## src/rtl/arbitro_codificador_if.sv

```systemverilog
// Handshake and status bundle between the arbiter/encoder and its neighbours.
// Error-injection inputs exist only when ARBITRO_ERR_INJ_EN is defined.
interface arbitro_codificador_if #(parameter int CNT_W = 8);
    logic             req0_valid;
    logic [3:0]       req0_data;
    logic             req0_ready;
    logic             req1_valid;
    logic [3:0]       req1_data;
    logic             req1_ready;
    logic             cod_valid;
    logic [7:0]       cod_data;
    logic             cod_src;
    logic             cod_ready;
    logic             busy;
    logic [CNT_W-1:0] cnt0;
    logic [CNT_W-1:0] cnt1;
`ifdef ARBITRO_ERR_INJ_EN
    logic             err_inj;
    logic [2:0]       err_inj_pos;
`endif

    modport master (
`ifdef ARBITRO_ERR_INJ_EN
        output err_inj, err_inj_pos,
`endif
        output req0_valid, req0_data, req1_valid, req1_data, cod_ready,
        input  req0_ready, req1_ready, cod_valid, cod_data, cod_src, busy, cnt0, cnt1
    );

    modport slave (
`ifdef ARBITRO_ERR_INJ_EN
        input  err_inj, err_inj_pos,
`endif
        input  req0_valid, req0_data, req1_valid, req1_data, cod_ready,
        output req0_ready, req1_ready, cod_valid, cod_data, cod_src, busy, cnt0, cnt1
    );
endinterface

```

## src/rtl/arbitro_codificador.sv

```systemverilog
// Two-requester round-robin front end for a shared SECDED(8,4) encoder; optional ARBITRO_ERR_INJ_EN flips one codeword bit.
// Latency: accept at edge T, codeword valid after edge T+1; one word per 3 cycles at best.
// Backpressure: codeword held until cod_ready; requesters see ready=0 outside IDLE.

module module_codificador (
    input  logic [3:0] data,
    output logic [7:0] code
);
    logic p1, p2, p3;

    // Hamming positions 1..7 = p1 p2 d0 p3 d1 d2 d3, bit 7 is overall parity
    assign p1 = data[0] ^ data[1] ^ data[3];
    assign p2 = data[0] ^ data[2] ^ data[3];
    assign p3 = data[1] ^ data[2] ^ data[3];
    assign code[6:0] = {data[3], data[2], data[1], p3, data[0], p2, p1};
    assign code[7]   = ^code[6:0];
endmodule

module arbitro_codificador #(
    parameter int CNT_W = 8
) (
    input  logic                  clk,
    input  logic                  rst_n,
    arbitro_codificador_if.slave  bus
);
    typedef enum logic [1:0] {IDLE = 2'd0, ENC = 2'd1, SEND = 2'd2} state_t;

    state_t     state, state_nxt;
    logic       last_grant;
    logic       grant;
    logic       accept;
    logic       src_q;
    logic [3:0] data_q;
    logic [7:0] code;
    logic [7:0] code_inj;

    localparam logic [CNT_W-1:0] CNT_MAX = {CNT_W{1'b1}};
    localparam logic [CNT_W-1:0] CNT_ONE = {{(CNT_W-1){1'b0}}, 1'b1};

    module_codificador u_cod (.data(data_q), .code(code));

`ifdef ARBITRO_ERR_INJ_EN
    always_comb begin
        code_inj = code;
        if (bus.err_inj)
            code_inj[bus.err_inj_pos] = ~code[bus.err_inj_pos];
    end
`else
    assign code_inj = code;
`endif

    // Lone requester wins; on contention the one not served last time wins
    assign grant  = bus.req1_valid & (~bus.req0_valid | ~last_grant);
    assign accept = bus.req0_ready | bus.req1_ready;

    always_ff @(posedge clk or negedge rst_n) begin
        if (!rst_n)
            state <= IDLE;
        else
            state <= state_nxt;
    end

    always_comb begin
        state_nxt      = state;
        bus.req0_ready = 1'b0;
        bus.req1_ready = 1'b0;
        bus.busy       = (state != IDLE);
        case (state)
            IDLE: begin
                if (rst_n && (bus.req0_valid || bus.req1_valid)) begin
                    bus.req0_ready = ~grant;
                    bus.req1_ready = grant;
                    state_nxt      = ENC;
                end
            end
            ENC:     state_nxt = SEND;
            SEND:    if (bus.cod_ready) state_nxt = IDLE;
            default: state_nxt = IDLE;
        endcase
    end

    always_ff @(posedge clk or negedge rst_n) begin
        if (!rst_n) begin
            last_grant    <= 1'b1;
            data_q        <= 4'd0;
            src_q         <= 1'b0;
            bus.cod_valid <= 1'b0;
            bus.cod_data  <= 8'd0;
            bus.cod_src   <= 1'b0;
            bus.cnt0      <= '0;
            bus.cnt1      <= '0;
        end else begin
            case (state)
                IDLE: begin
                    if (accept) begin
                        data_q <= grant ? bus.req1_data : bus.req0_data;
                        src_q  <= grant;
                    end
                end
                ENC: begin
                    bus.cod_data  <= code_inj;
                    bus.cod_src   <= src_q;
                    bus.cod_valid <= 1'b1;
                end
                SEND: begin
                    if (bus.cod_ready) begin
                        bus.cod_valid <= 1'b0;
                        last_grant    <= bus.cod_src;
                        if (bus.cod_src) begin
                            if (bus.cnt1 != CNT_MAX) bus.cnt1 <= bus.cnt1 + CNT_ONE;
                        end else begin
                            if (bus.cnt0 != CNT_MAX) bus.cnt0 <= bus.cnt0 + CNT_ONE;
                        end
                    end
                end
                default: ;
            endcase
        end
    end
endmodule

```

## src/flat_wrapper.sv

```systemverilog
// flat-port wrapper written by rule: the top's interface ports become plain ports
module arbitro_codificador_flat 
#(
    parameter int CNT_W = 8
)
  (clk, rst_n, bus_req0_valid, bus_req0_data, bus_req1_valid, bus_req1_data, bus_cod_ready, bus_req0_ready, bus_req1_ready, bus_cod_valid, bus_cod_data, bus_cod_src, bus_busy, bus_cnt0, bus_cnt1);
  arbitro_codificador_if #(.CNT_W(CNT_W)) bus_i ();
  input  logic clk;
  input  logic rst_n;
  input wire logic [$bits(bus_i.req0_valid)-1:0] bus_req0_valid;
  input wire logic [$bits(bus_i.req0_data)-1:0] bus_req0_data;
  input wire logic [$bits(bus_i.req1_valid)-1:0] bus_req1_valid;
  input wire logic [$bits(bus_i.req1_data)-1:0] bus_req1_data;
  input wire logic [$bits(bus_i.cod_ready)-1:0] bus_cod_ready;
  output wire logic [$bits(bus_i.req0_ready)-1:0] bus_req0_ready;
  output wire logic [$bits(bus_i.req1_ready)-1:0] bus_req1_ready;
  output wire logic [$bits(bus_i.cod_valid)-1:0] bus_cod_valid;
  output wire logic [$bits(bus_i.cod_data)-1:0] bus_cod_data;
  output wire logic [$bits(bus_i.cod_src)-1:0] bus_cod_src;
  output wire logic [$bits(bus_i.busy)-1:0] bus_busy;
  output wire logic [$bits(bus_i.cnt0)-1:0] bus_cnt0;
  output wire logic [$bits(bus_i.cnt1)-1:0] bus_cnt1;
  assign bus_i.req0_valid = bus_req0_valid;
  assign bus_i.req0_data = bus_req0_data;
  assign bus_i.req1_valid = bus_req1_valid;
  assign bus_i.req1_data = bus_req1_data;
  assign bus_i.cod_ready = bus_cod_ready;
  assign bus_req0_ready = bus_i.req0_ready;
  assign bus_req1_ready = bus_i.req1_ready;
  assign bus_cod_valid = bus_i.cod_valid;
  assign bus_cod_data = bus_i.cod_data;
  assign bus_cod_src = bus_i.cod_src;
  assign bus_busy = bus_i.busy;
  assign bus_cnt0 = bus_i.cnt0;
  assign bus_cnt1 = bus_i.cnt1;
  arbitro_codificador #(.CNT_W(CNT_W)) u_core (.clk(clk), .rst_n(rst_n), .bus(bus_i));
endmodule
```

## config.mk

```make
export PLATFORM = sky130hd
export DESIGN_NAME = arbitro_codificador_flat
export DESIGN_NICKNAME = d
export VERILOG_FILES = /design/src/rtl/arbitro_codificador_if.sv /design/src/rtl/arbitro_codificador.sv /design/src/flat_wrapper.sv
export SDC_FILE = /design/constraint.sdc
export NUM_CORES = 1
export LEC_CHECK = 0
export CORE_ASPECT_RATIO = 1.75
export CORE_UTILIZATION = 30
export DETAILED_ROUTE_END_ITERATION = 6
export PLACE_DENSITY = 0.56
export SYNTH_ARGS = -nofsm -noshare
export SYNTH_HDL_FRONTEND = slang
export SYNTH_SLANG_ARGS = --single-unit
```

## constraint.sdc

```tcl
create_clock -name clk -period 1.45 [get_ports clk]
set_clock_uncertainty 0.05 [all_clocks]
set_input_delay 0.29 -clock clk [delete_from_list [all_inputs] [get_ports clk]]
set_output_delay 0.29 -clock clk [all_outputs]
set_load 0.03 [all_outputs]
```

* Word level (Yosys, flattened, before mapping) *
Index checks and enable logic that the tools add are counted.

word-level totals
  register bits = 34
  input bits = 13
  output and inout bits = 29
  word-level logic and storage cells = 52

operators by class
  add/sub/neg operators = 2
  equal/unequal tests = 6
  muxes and demuxes = 10
  bitwise gates (word level) = 13
  reductions and logical operators = 12

operator list
  operator                                                                  number
  8-bit by 1-bit adder with 8-bit output (second input constant)            2
  8-bit inequality test (second input constant)                             2
  2-bit AND reduction                                                       4
  4-bit AND reduction                                                       2
  7-bit XOR reduction                                                       1
  2-bit case mux with 3 select lines                                        1
  1-bit XOR                                                                 6
  1-bit two-way mux                                                         5
  2-bit two-way mux                                                         2
  4-bit two-way mux                                                         1
  1-bit NOT                                                                 4
  2-bit nonzero test                                                        2
  2-bit by 1-bit == test with 1-bit output (second input constant)          1
  2-bit == test (second input constant)                                     1
  2-bit zero test                                                           1
  2-bit by 1-bit inequality test with 1-bit output (second input constant)  1
  2-bit inequality test (second input constant)                             1
  1-bit bitwise OR                                                          2
  1-bit case mux with 2 select lines                                        1
  1-bit AND                                                                 1
  1-bit logical AND                                                         1
  1-bit logical OR                                                          1

* Logic depth before layout (Yosys ltp) *
Gate-level depths: netlist (run 1).

  depth in word-level cells = 8
  mapped depth = 5
  gate-level depth less buffers = 5

* Modules after synthesis *
A second synthesis (run 1) with hierarchy kept.

unflattened totals
  cells, all modules = 143
  area total of the unflattened synthesis = 1,704.1 µm²

modules (own cells, without submodules)
  module               instances  cells an instance  area an instance (µm²)  seq. area each (µm²)
  arbitro_codificador  1          132                1,549.0                 852.1
  module_codificador   1          11                 155.1                   0.0

* Worst setup path after synthesis (run 1) *
OpenSTA, ideal clock, no wires.

  kind = flip-flop to flip-flop
  from = reg u_core.bus.cnt0[0]
  to = reg u_core.bus.cnt0[1]
  setup time = 0.125 ns
  arrival = 1.513 ns
  required time = 1.275 ns
  path slack = -0.238 ns
  cell stages (with the launch flop) = 5
  path buffers = 0
  clock period less this slack = 1.688 ns
  path through = dfrtp_1 ha_1 and3_1 a21boi_4 mux2_2

between the ends
  word-level cells in the longest chain between the ends = 2
  elaborated cells between the ends (all ways) = 3
  those cells by class = add/sub: 1; eq/ne: 1; reduce/logical: 1

ends and longest elaborated chain
  item                                                                            RTL line                      source
  start, declared                                                                 arbitro_codificador_if.sv:35  output req0_ready, req1_ready, cod_valid, cod_data, cod_src, busy, cnt0, cnt1
  start signal, assigned                                                          arbitro_codificador.sv:112    if (bus.cnt0 != CNT_MAX) bus.cnt0 <= bus.cnt0 + CNT_ONE;
  branches (longest 2 deep; another with 8-bit by 1-bit adder with 8-bit output)  --

Parallel ways; which one is timed is not known.
A chain may end at the register's enable or synchronous reset.

* Worst setup path in the final report (run 1) *
  from = reg u_core.state[1]
  to = out bus_req1_ready

between the ends
  word-level cells in the longest chain between the ends = 2

ends and longest elaborated chain
  item                    RTL line                   source
  start, declared         arbitro_codificador.sv:28  state_t state, state_nxt;
  start signal, assigned  arbitro_codificador.sv:60  state <= state_nxt;
  2-bit zero test         arbitro_codificador.sv:68  case (state)
  1-bit two-way mux       arbitro_codificador.sv:68
  end, declared           flat_wrapper.sv:16         output wire logic [$bits(bus_i.req1_ready)-1:0] bus_req1_ready;

Every way passes these cells.

==> metrics.md, run 1 <==
| Metric | Value |
|---|---|
| Status | finished, violations left |
| Failing checks | setup timing |
| Fin area | 2460 um2 |
| DIE WIDTH | 56.5 um |
| Worst setup SP type | register |
| Setup violators final | 21 |
| Synth area leaders | dfrtp_1 53%, xnor2_1 6.2%, mux2_2 5.8% |
| Gpl congestion | 0.756 |
| Final hold violations | 0 |
| RSZ-0062 raised after global routing | yes |
| Minimum clock period after layout | 1.68 ns |
| Inserted Clock Buffers | 5 |
| Combinational share of power | 0.458 |
| Synthesis-to-layout area growth | 58.1% |
| CP endpoint | bus_req1_ready |
| Die area | 5500 um2 |
| Ant. Diodes | 0 |
| Avg WL per Cell | 14.4 um |
| Synthesized area | 1560 um2 |
| Share of cells above drive strength 1 | 0.420 |
| Slew @ Worst Pin | 0.430 ns |
| Crit path kind | register to primary output |
| Grt ovf | 0 |
| Drt total wl | 3840 um |
| Vias in the first global route | 1329 |
| GRT Overall Usage | 0.143 |
| Placement Cell Area | 2210 um2 |
| Slew margin rel. | 0.713 |
| Syn nets | 151 |
| Leak Pwr | 1.17 nW |
| Area leader, netlist | dfrtp_1 |
| R2R Setup Slk | -0.17 ns |
| DP Wirelength | 2640 um |
| Crit path launch | u_core.state[1]$_DFFE_PN0P_ |
| FF+latch count, synth | 34 |
| Dpl ws | -0.435 ns |
| Synth unique cells | 32 |
| Initial Utilization | 0.313 |
| Worst r2r path cells | 4 |
| Hold WC Path Type | register to register |
| Post-Route Setup TNS | -1.82 ns |
| Psw | 1.68 mW |
| Worst reg2reg startpoint | u_core.state[0]$_DFFE_PN0P_ |
| Final nets | 226 |
| Clk_lat worst skew | 0.28 ns |
| I/O pin cnt | 42 |
| Clk root buf | clkbuf_8 |
| Chip height | 97.4 um |
| Sequential area share after synthesis | 0.547 |
| FMAX | 595 MHz |
| Crit-path max FO | 4 |
| CTS max path bufs | 2 |
| RR Endpoint | u_core.bus.cnt0[1]$_DFFE_PN0P_ |
| Min Hold Slack | 0.431 ns |
| CTS Sinks | 34 |
| Peak supply drop | 1320 uV |
| DRT Pass-1 Iters | 4 |
| First DRT Iteration DRCs | 14 |
| IO buf count | 41 |
| Pins Over Slew Limit | 0 |
| Post-route antenna net violation count | 0 |
| Crit path arrival time | 1.34 ns |
| Drt drc | 0 |
| CTS tree | built |
| Mapped Cells | 136 |
| Yosys top cell area share | 0.530 |
| Vias/cell | 4.80 |
| Tcrit/Tclk final | 1.16 |
| Final WS setup | -0.230 ns |
| Syn_area_per_cell | 11.5 um2 |
| Standard-cell rows | 34 |
| Worst EP required | 1.11 ns |
| Max H-tree Level | 2 |
| Sw Share | 0.382 |
| Synth Warn # | 0 |
| Clk slew on worst S/H paths | 0.07 ns |
| CP Capture Type | primary output |
| Internal power | 2.71 mW |
| Max Cap Viol | 0 |
| Final Power | 4.39 mW |
| Initial antenna violation count | 0 |
| Flop pwr share | 0.356 |
| Clock power frac | 0.186 |
| First-pass GRT wire length | 6080 um |
| P per Cell Area | 1780 nW/um2 |
| Via count | 1276 |
| Pin count of the biggest net entering global routing | 35 |
| Post-CTS Hold Buffers | 0 |
| Core area | 4980 um2 |
Yosys cell counts:
master / n
a41oi_1: 2
nand4b_1: 1
a21boi_2: 1
nor2_2: 1
or2b_1: 2
o21ai_0: 11
a21o_1: 1
mux2i_1: 4
o211ai_1: 1
and4bb_2: 1
nor2b_1: 1
clkbuf_1: 1
and4_1: 3
xor2_1: 5
and3_1: 3
xnor2_1: 11
a31oi_1: 3
and4b_1: 1
nor2_1: 6
ha_1: 2
buf_2: 1
a21boi_4: 1
nand2_1: 17
nand4_1: 3
nand3_1: 2
or3_4: 1
mux2_2: 8
dfrtp_1: 33
a21oi_1: 3
inv_1: 4
and2_1: 1
dfstp_2: 1
flip-flops by register name, indices dropped and copies added (netlist names):
| register | count |
|---|---|
| u_core.data_q | 4 |
| u_core.state | 2 |
| u_core.bus.cod_data | 8 |
| u_core.bus.cod_src | 1 |
| u_core.bus.cnt1 | 8 |
| u_core.bus.cod_valid | 1 |
| u_core.last_grant | 1 |
| u_core.bus.cnt0 | 8 |
| u_core.src_q | 1 |
layout by cell type (no fill, tap or decap), drive strengths merged:
cell | Yosys | final
and4 | 3 | 3
dlygate4sd2 | 0 | 12
mux2i | 4 | 4
nor2b | 1 | 1
and4b | 1 | 1
o21ai | 11 | 11
a21oi | 3 | 3
a31oi | 3 | 3
mux2 | 8 | 8
and4bb | 1 | 1
clkdlybuf4s15 | 0 | 4
nand4 | 3 | 3
ha | 2 | 2
o211ai | 1 | 1
nor2 | 7 | 7
clkdlybuf4s50 | 0 | 12
a21o | 1 | 1
nand4b | 1 | 1
a41oi | 2 | 2
and3 | 3 | 3
xnor2 | 11 | 11
buf | 1 | 36
nand2 | 17 | 17
inv | 4 | 4
or2b | 2 | 3
clkbuf | 1 | 13
xor2 | 5 | 5
nand3 | 2 | 2
and2 | 1 | 1
or3 | 1 | 1
dfrtp | 33 | 33
dfstp | 1 | 1
a21boi | 2 | 2
cell type report:
type / instances / area [um2]
Sequential cell: 34 / 863
Tap cell: 54 / 67.6
Multi-Input combinational cell: 97 / 815
Fill cell: 448 / 2510
Inverter: 4 / 15.0
Clock buffer: 8 / 110
Timing Repair Buffer: 69 / 594
per-stage QoR:
step,util,instances
after floorplan,-,136
after global placement,0.444,247
after detailed placement,0.444,247
after CTS,0.479,262
after global routing,0.495,266
final,0.495,266
cells by family after synthesis:
kind of cell	count (synthesis)	share of synthesized area
AO/OA/AOI/OAI	23	0.0971
XOR/XNOR	16	0.0899
buffers and inverters	6	0.0152
multiplexers	12	0.0835
flip-flops	34	0.547
adder cells (fa/ha/maj)	2	0.0160
AND/OR/NAND/NOR	43	0.152
power groups by stage:
stage / registers [mW] / logic [mW] / clock network, mW
global placement: 1.55 / 1.90 / 0
floorplan: 2.01 / 0.675 / 0
global route: 1.62 / 2.16 / 0.890
finish: 1.56 / 2.01 / 0.815
detailed placement: 1.57 / 1.94 / 0
CTS: 1.55 / 1.90 / 0.853
critical path: stages, from the launching register on:
cell	delay, ns
dfrtp_1	0.40
nor2_2	0.15
o211ai_1	0.10
buf_4	0.17
nor2_4	0.11
buf_6	0.14
worst min path at each step:
stage,from,end,slack (ns),cells after the start
floorplan,rst_n,u_core.bus.cnt0[0]$_DFFE_PN0P_,-0.06,0
global placement,u_core.src_q$_DFFE_PN0P_,u_core.src_q$_DFFE_PN0P_,0.41,1
detailed placement,u_core.src_q$_DFFE_PN0P_,u_core.src_q$_DFFE_PN0P_,0.42,1
CTS,u_core.bus.cod_data[7]$_DFFE_PN0P_,u_core.bus.cod_data[7]$_DFFE_PN0P_,0.44,2
global route,u_core.src_q$_DFFE_PN0P_,u_core.src_q$_DFFE_PN0P_,0.44,1
finish,u_core.bus.cod_data[3]$_DFFE_PN0P_,u_core.bus.cod_data[3]$_DFFE_PN0P_,0.43,2
per-layer routing:
layer,vias up,global-route usage,wire length (um)
li1,630,-,-
met1,611,0.161,1490
met2,30,0.246,2110
met4,0,0.0694,72
met3,5,0.0346,164
met5,-,0,0
what timing repair did:
item | in CTS | in global routing
setup endpoints to repair | 39 | 33
pin swaps | 7 | 10
gates resized for setup | 36 | 36
gates cloned | 0 | 1
setup buffers | 7 | 4
No activity file was read; power rests on OpenSTA's default activity.
==> inputs of run 2 (changes only) <==
--- a/config.mk
+++ b/config.mk
@@ -8,6 +8,7 @@
 export CORE_ASPECT_RATIO = 1.75
 export CORE_UTILIZATION = 30
 export DETAILED_ROUTE_END_ITERATION = 6
+export GPL_ROUTABILITY_DRIVEN = 0
 export PLACE_DENSITY = 0.56
 export SYNTH_ARGS = -nofsm -noshare
 export SYNTH_HDL_FRONTEND = slang
==> results of run 2 <==
Same layout as run 1: the final DEF is identical, and so are final timing and power.
==> inputs of run 3 (changes only) <==
--- a/config.mk
+++ b/config.mk
@@ -6,10 +6,10 @@
 export NUM_CORES = 1
 export LEC_CHECK = 0
 export CORE_ASPECT_RATIO = 1.75
-export CORE_UTILIZATION = 30
+export CORE_UTILIZATION = 29
 export DETAILED_ROUTE_END_ITERATION = 6
 export GPL_ROUTABILITY_DRIVEN = 0
-export PLACE_DENSITY = 0.56
+export PLACE_DENSITY = 0.54
 export SYNTH_ARGS = -nofsm -noshare
 export SYNTH_HDL_FRONTEND = slang
 export SYNTH_SLANG_ARGS = --single-unit
==> metrics.md, run 3 (synthesis results as in run 1) <==
| Metric | Value |
|---|---|
| Ant. Diodes | 0 (unchanged) |
| CP peak stage delay | 0.41 ns (was 0.40 ns) |
| Post-CTS Hold Buffers | 0 (unchanged) |
| Crit-path max FO | 3 (was 4) |
| CTS Sinks | 34 (unchanged) |
| First DRT Iteration DRCs | 46 (was 14) |
| Clk root buf | clkbuf_8 (unchanged) |
| Worst setup SP type | register (unchanged) |
| Hold Startpoint | u_core.bus.cod_data[1]$_DFFE_PN0P_ (was u_core.bus.cod_data[3]$_DFFE_PN0P_) |
| Slowest CP cell | dfrtp_1 (unchanged) |
| Failing checks | DRC, setup timing (was setup timing) |
| Standard-cell rows | 35 (was 34) |
| First-pass GRT wire length | 6130 um (was 6080 um) |
| CP Capture Type | primary output (unchanged) |
| Worst r2r path cells | 6 (was 4) |
| Leak Pwr | 1.20 nW (was 1.17 nW) |
| Max H-tree Level | 2 (unchanged) |
| Slew margin rel. | 0.710 (was 0.713) |
| Top Registers | u_core.bus.cnt0 x8, u_core.bus.cnt1 x8, u_core.bus.cod_data x8 (unchanged) |
| RR Endpoint | u_core.bus.cnt0[7]$_DFFE_PN0P_ (was u_core.bus.cnt0[1]$_DFFE_PN0P_) |
| P per Cell Area | 1700 nW/um2 (was 1780 nW/um2) |
| Hold Path End | u_core.bus.cod_data[1]$_DFFE_PN0P_ (was u_core.bus.cod_data[3]$_DFFE_PN0P_) |
| Slew @ Worst Pin | 0.434 ns (was 0.430 ns) |
| Post-route antenna net violation count | 0 (unchanged) |
| Vias in the first global route | 1413 (was 1329) |
| RSZ-0062 raised after global routing | yes (unchanged) |
| Status | finished, violations left (unchanged) |
| Core area | 5210 um2 (was 4980 um2) |
| Fin util | 0.474 (was 0.495) |
| GRT Overall Usage | 0.139 (was 0.143) |
| DRT Pass-1 Iters | 6 (was 4) |
| Worst reg2reg startpoint | u_core.state[1]$_DFFE_PN0P_ (was u_core.state[0]$_DFFE_PN0P_) |
| Final hold violations | 0 (unchanged) |
| Initial Utilization | 0.299 (was 0.313) |
| Final WS setup | -0.209 ns (was -0.230 ns) |
| Pins Over Slew Limit | 0 (unchanged) |
| Critical Path, Cell by Cell | nor2_2 -> o211ai_1 -> nor2_2 -> buf_6 (was nor2_2 -> o211ai_1 -> buf_4 -> nor2_4 -> buf_6) |
| Chip height | 99.0 um (was 97.4 um) |
| Critical path's most frequent cell | nor2_2 |
| IO buf count | 41 (unchanged) |
| Cell count of the worst hold path | 2 (unchanged) |
| Tcrit/Tclk final | 1.14 (was 1.16) |
| Vias/cell | 4.79 (was 4.80) |
| Drt total wl | 3630 um (was 3840 um) |
| Worst EP required | 1.11 ns (about the same) |
| Share of cells above drive strength 1 | 0.413 (was 0.420) |
| Most common cell after layout, fill and taps aside | buf_4 (unchanged) |
| Minimum clock period after layout | 1.66 ns (was 1.68 ns) |
| Final nets | 232 (was 226) |
| Clk_lat worst skew | 0.28 ns (about the same) |
| Crit path kind | register to primary output (unchanged) |
| Pin count of the biggest net entering global routing | 35 (unchanged) |
| Setup violators final | 17 (was 21) |
| Hold WC Path Type | register to register (unchanged) |
| Avg WL per Cell | 13.3 um (was 14.4 um) |
| Area of the multi-input gates | 771 um2 (was 815 um2) |
| Crit path arrival time | 1.32 ns (was 1.34 ns) |
| Clk slew on worst S/H paths | 0.07 ns (about the same) |
| Grt ovf | 0 (unchanged) |
| CTS tree | built (unchanged) |
| Drt drc | 1 (was 0) |
| FMAX | 603 MHz (was 595 MHz) |
| CTS max path bufs | 2 (unchanged) |
| Register area | 863 um2 (unchanged) |
| Inserted Clock Buffers | 5 (unchanged) |
| Via count | 1307 (was 1276) |
| R2R Setup Slk | -0.18 ns (was -0.17 ns) |
| DIE WIDTH | 57.4 um (was 56.5 um) |
| Most frequent cells in the layout | 36 x buf_4, 24 x dfrtp_1, 16 x nand2_1, 14 x dlygate4sd2_1, 11 x xnor2_1 (was 27 x buf_4, 24 x dfrtp_1, 14 x nand2_1, 12 x clkdlybuf4s50_1, 12 x dlygate4sd2_1) |
| Initial antenna violation count | 0 (unchanged) |
| Max Cap Viol | 0 (unchanged) |
| Fillers | 500 (was 448) |
| I/O pin cnt | 42 (unchanged) |
| DP Wirelength | 2610 um (was 2640 um) |
| Peak supply drop | 833 uV (was 1320 uV) |
| Synthesis-to-layout area growth | 58.4% (was 58.1%) |
| Final Power | 4.19 mW (was 4.39 mW) |
| Die area | 5680 um2 (was 5500 um2) |
[run 3: cell types whose count changed in the layout (fill, tap and decap cells not counted), sizes merged]
cell           before  now
buf                36   46
clkbuf             13    9
clkdlybuf4s15       4    2
clkdlybuf4s50      12   10
dlygate4sd2        12   14
dlymetal6s2s        0    2
clkinv              0    1
or2b                3    2
[run 3: report_power, final]
group          internal (mW)  switching (mW)
Clock                  0.383           0.332
Sequential              1.28           0.293
Combinational          0.892            1.01
[run 3: layout make-up]
cell class | instances | share of cell area
inverters | 4 | 0.00608
clock inverters | 1 | 0.00203
clock buffers | 7 | 0.0350
multi-input cells | 96 | 0.312
repair buffers | 76 | 0.267
flip-flops and latches | 34 | 0.350
well taps | 55 | 0.0279
[run 3: what timing repair did]
item	in CTS	in global routing
pin swaps	8	12
resized for setup	29	25
setup endpoints to repair	34	32
setup buffers	5	6
[run 3: worst max path at each step]
stage                                    from                        endpoint  slack, ns
4_1_cts           u_core.state[1]$_DFFE_PN0P_                  bus_req1_ready      -0.22
6_report          u_core.state[0]$_DFFE_PN0P_                  bus_req1_ready      -0.21
3_5_place_dp                    bus_cod_ready  u_core.bus.cnt1[6]$_DFFE_PN0P_      -0.43
2_1_floorplan  u_core.bus.cnt0[1]$_DFFE_PN0P_  u_core.bus.cnt0[1]$_DFFE_PN0P_      -0.09
3_3_place_gp                    bus_cod_ready  u_core.bus.cnt1[6]$_DFFE_PN0P_      -0.41
5_1_grt           u_core.state[1]$_DFFE_PN0P_                  bus_req1_ready      -0.33
[run 3: stage by stage]
stage / worst slack [ns] / hold WS (ns) / std cells / instance area (um2) / TNS, ns
2_1_floorplan: -0.0935 / -0.0556 / 136 / 1620 / -0.241
3_3_place_gp: -0.414 / 0.409 / 254 / 2250 / -5.96
3_5_place_dp: -0.431 / 0.419 / 254 / 2250 / -6.53
4_1_cts: -0.222 / 0.431 / 267 / 2380 / -1.97
5_1_grt: -0.332 / 0.462 / 273 / 2470 / -3.66
6_report: -0.209 / 0.421 / 273 / 2470 / -2.08
[run 3: layer usage]
| metal | vias up | routed length [um] | global-route usage |
|---|---|---|---|
| met5 | - | 0 | 0 |
| met4 | 0 | 26 | 0.0638 |
| li1 | 633 | - | - |
| met2 | 39 | 1990 | 0.253 |
| met1 | 633 | 1430 | 0.149 |
| met3 | 2 | 182 | 0.0289 |
[run 3: worst max-delay path: cells and delay by family (launching register included)]
kind | cells | cell delay [ns]
DFF | 1 | 0.41
and+or+nand+nor | 2 | 0.30
AOI/OAI and AO/OA | 1 | 0.18
buffers and inverters | 1 | 0.15
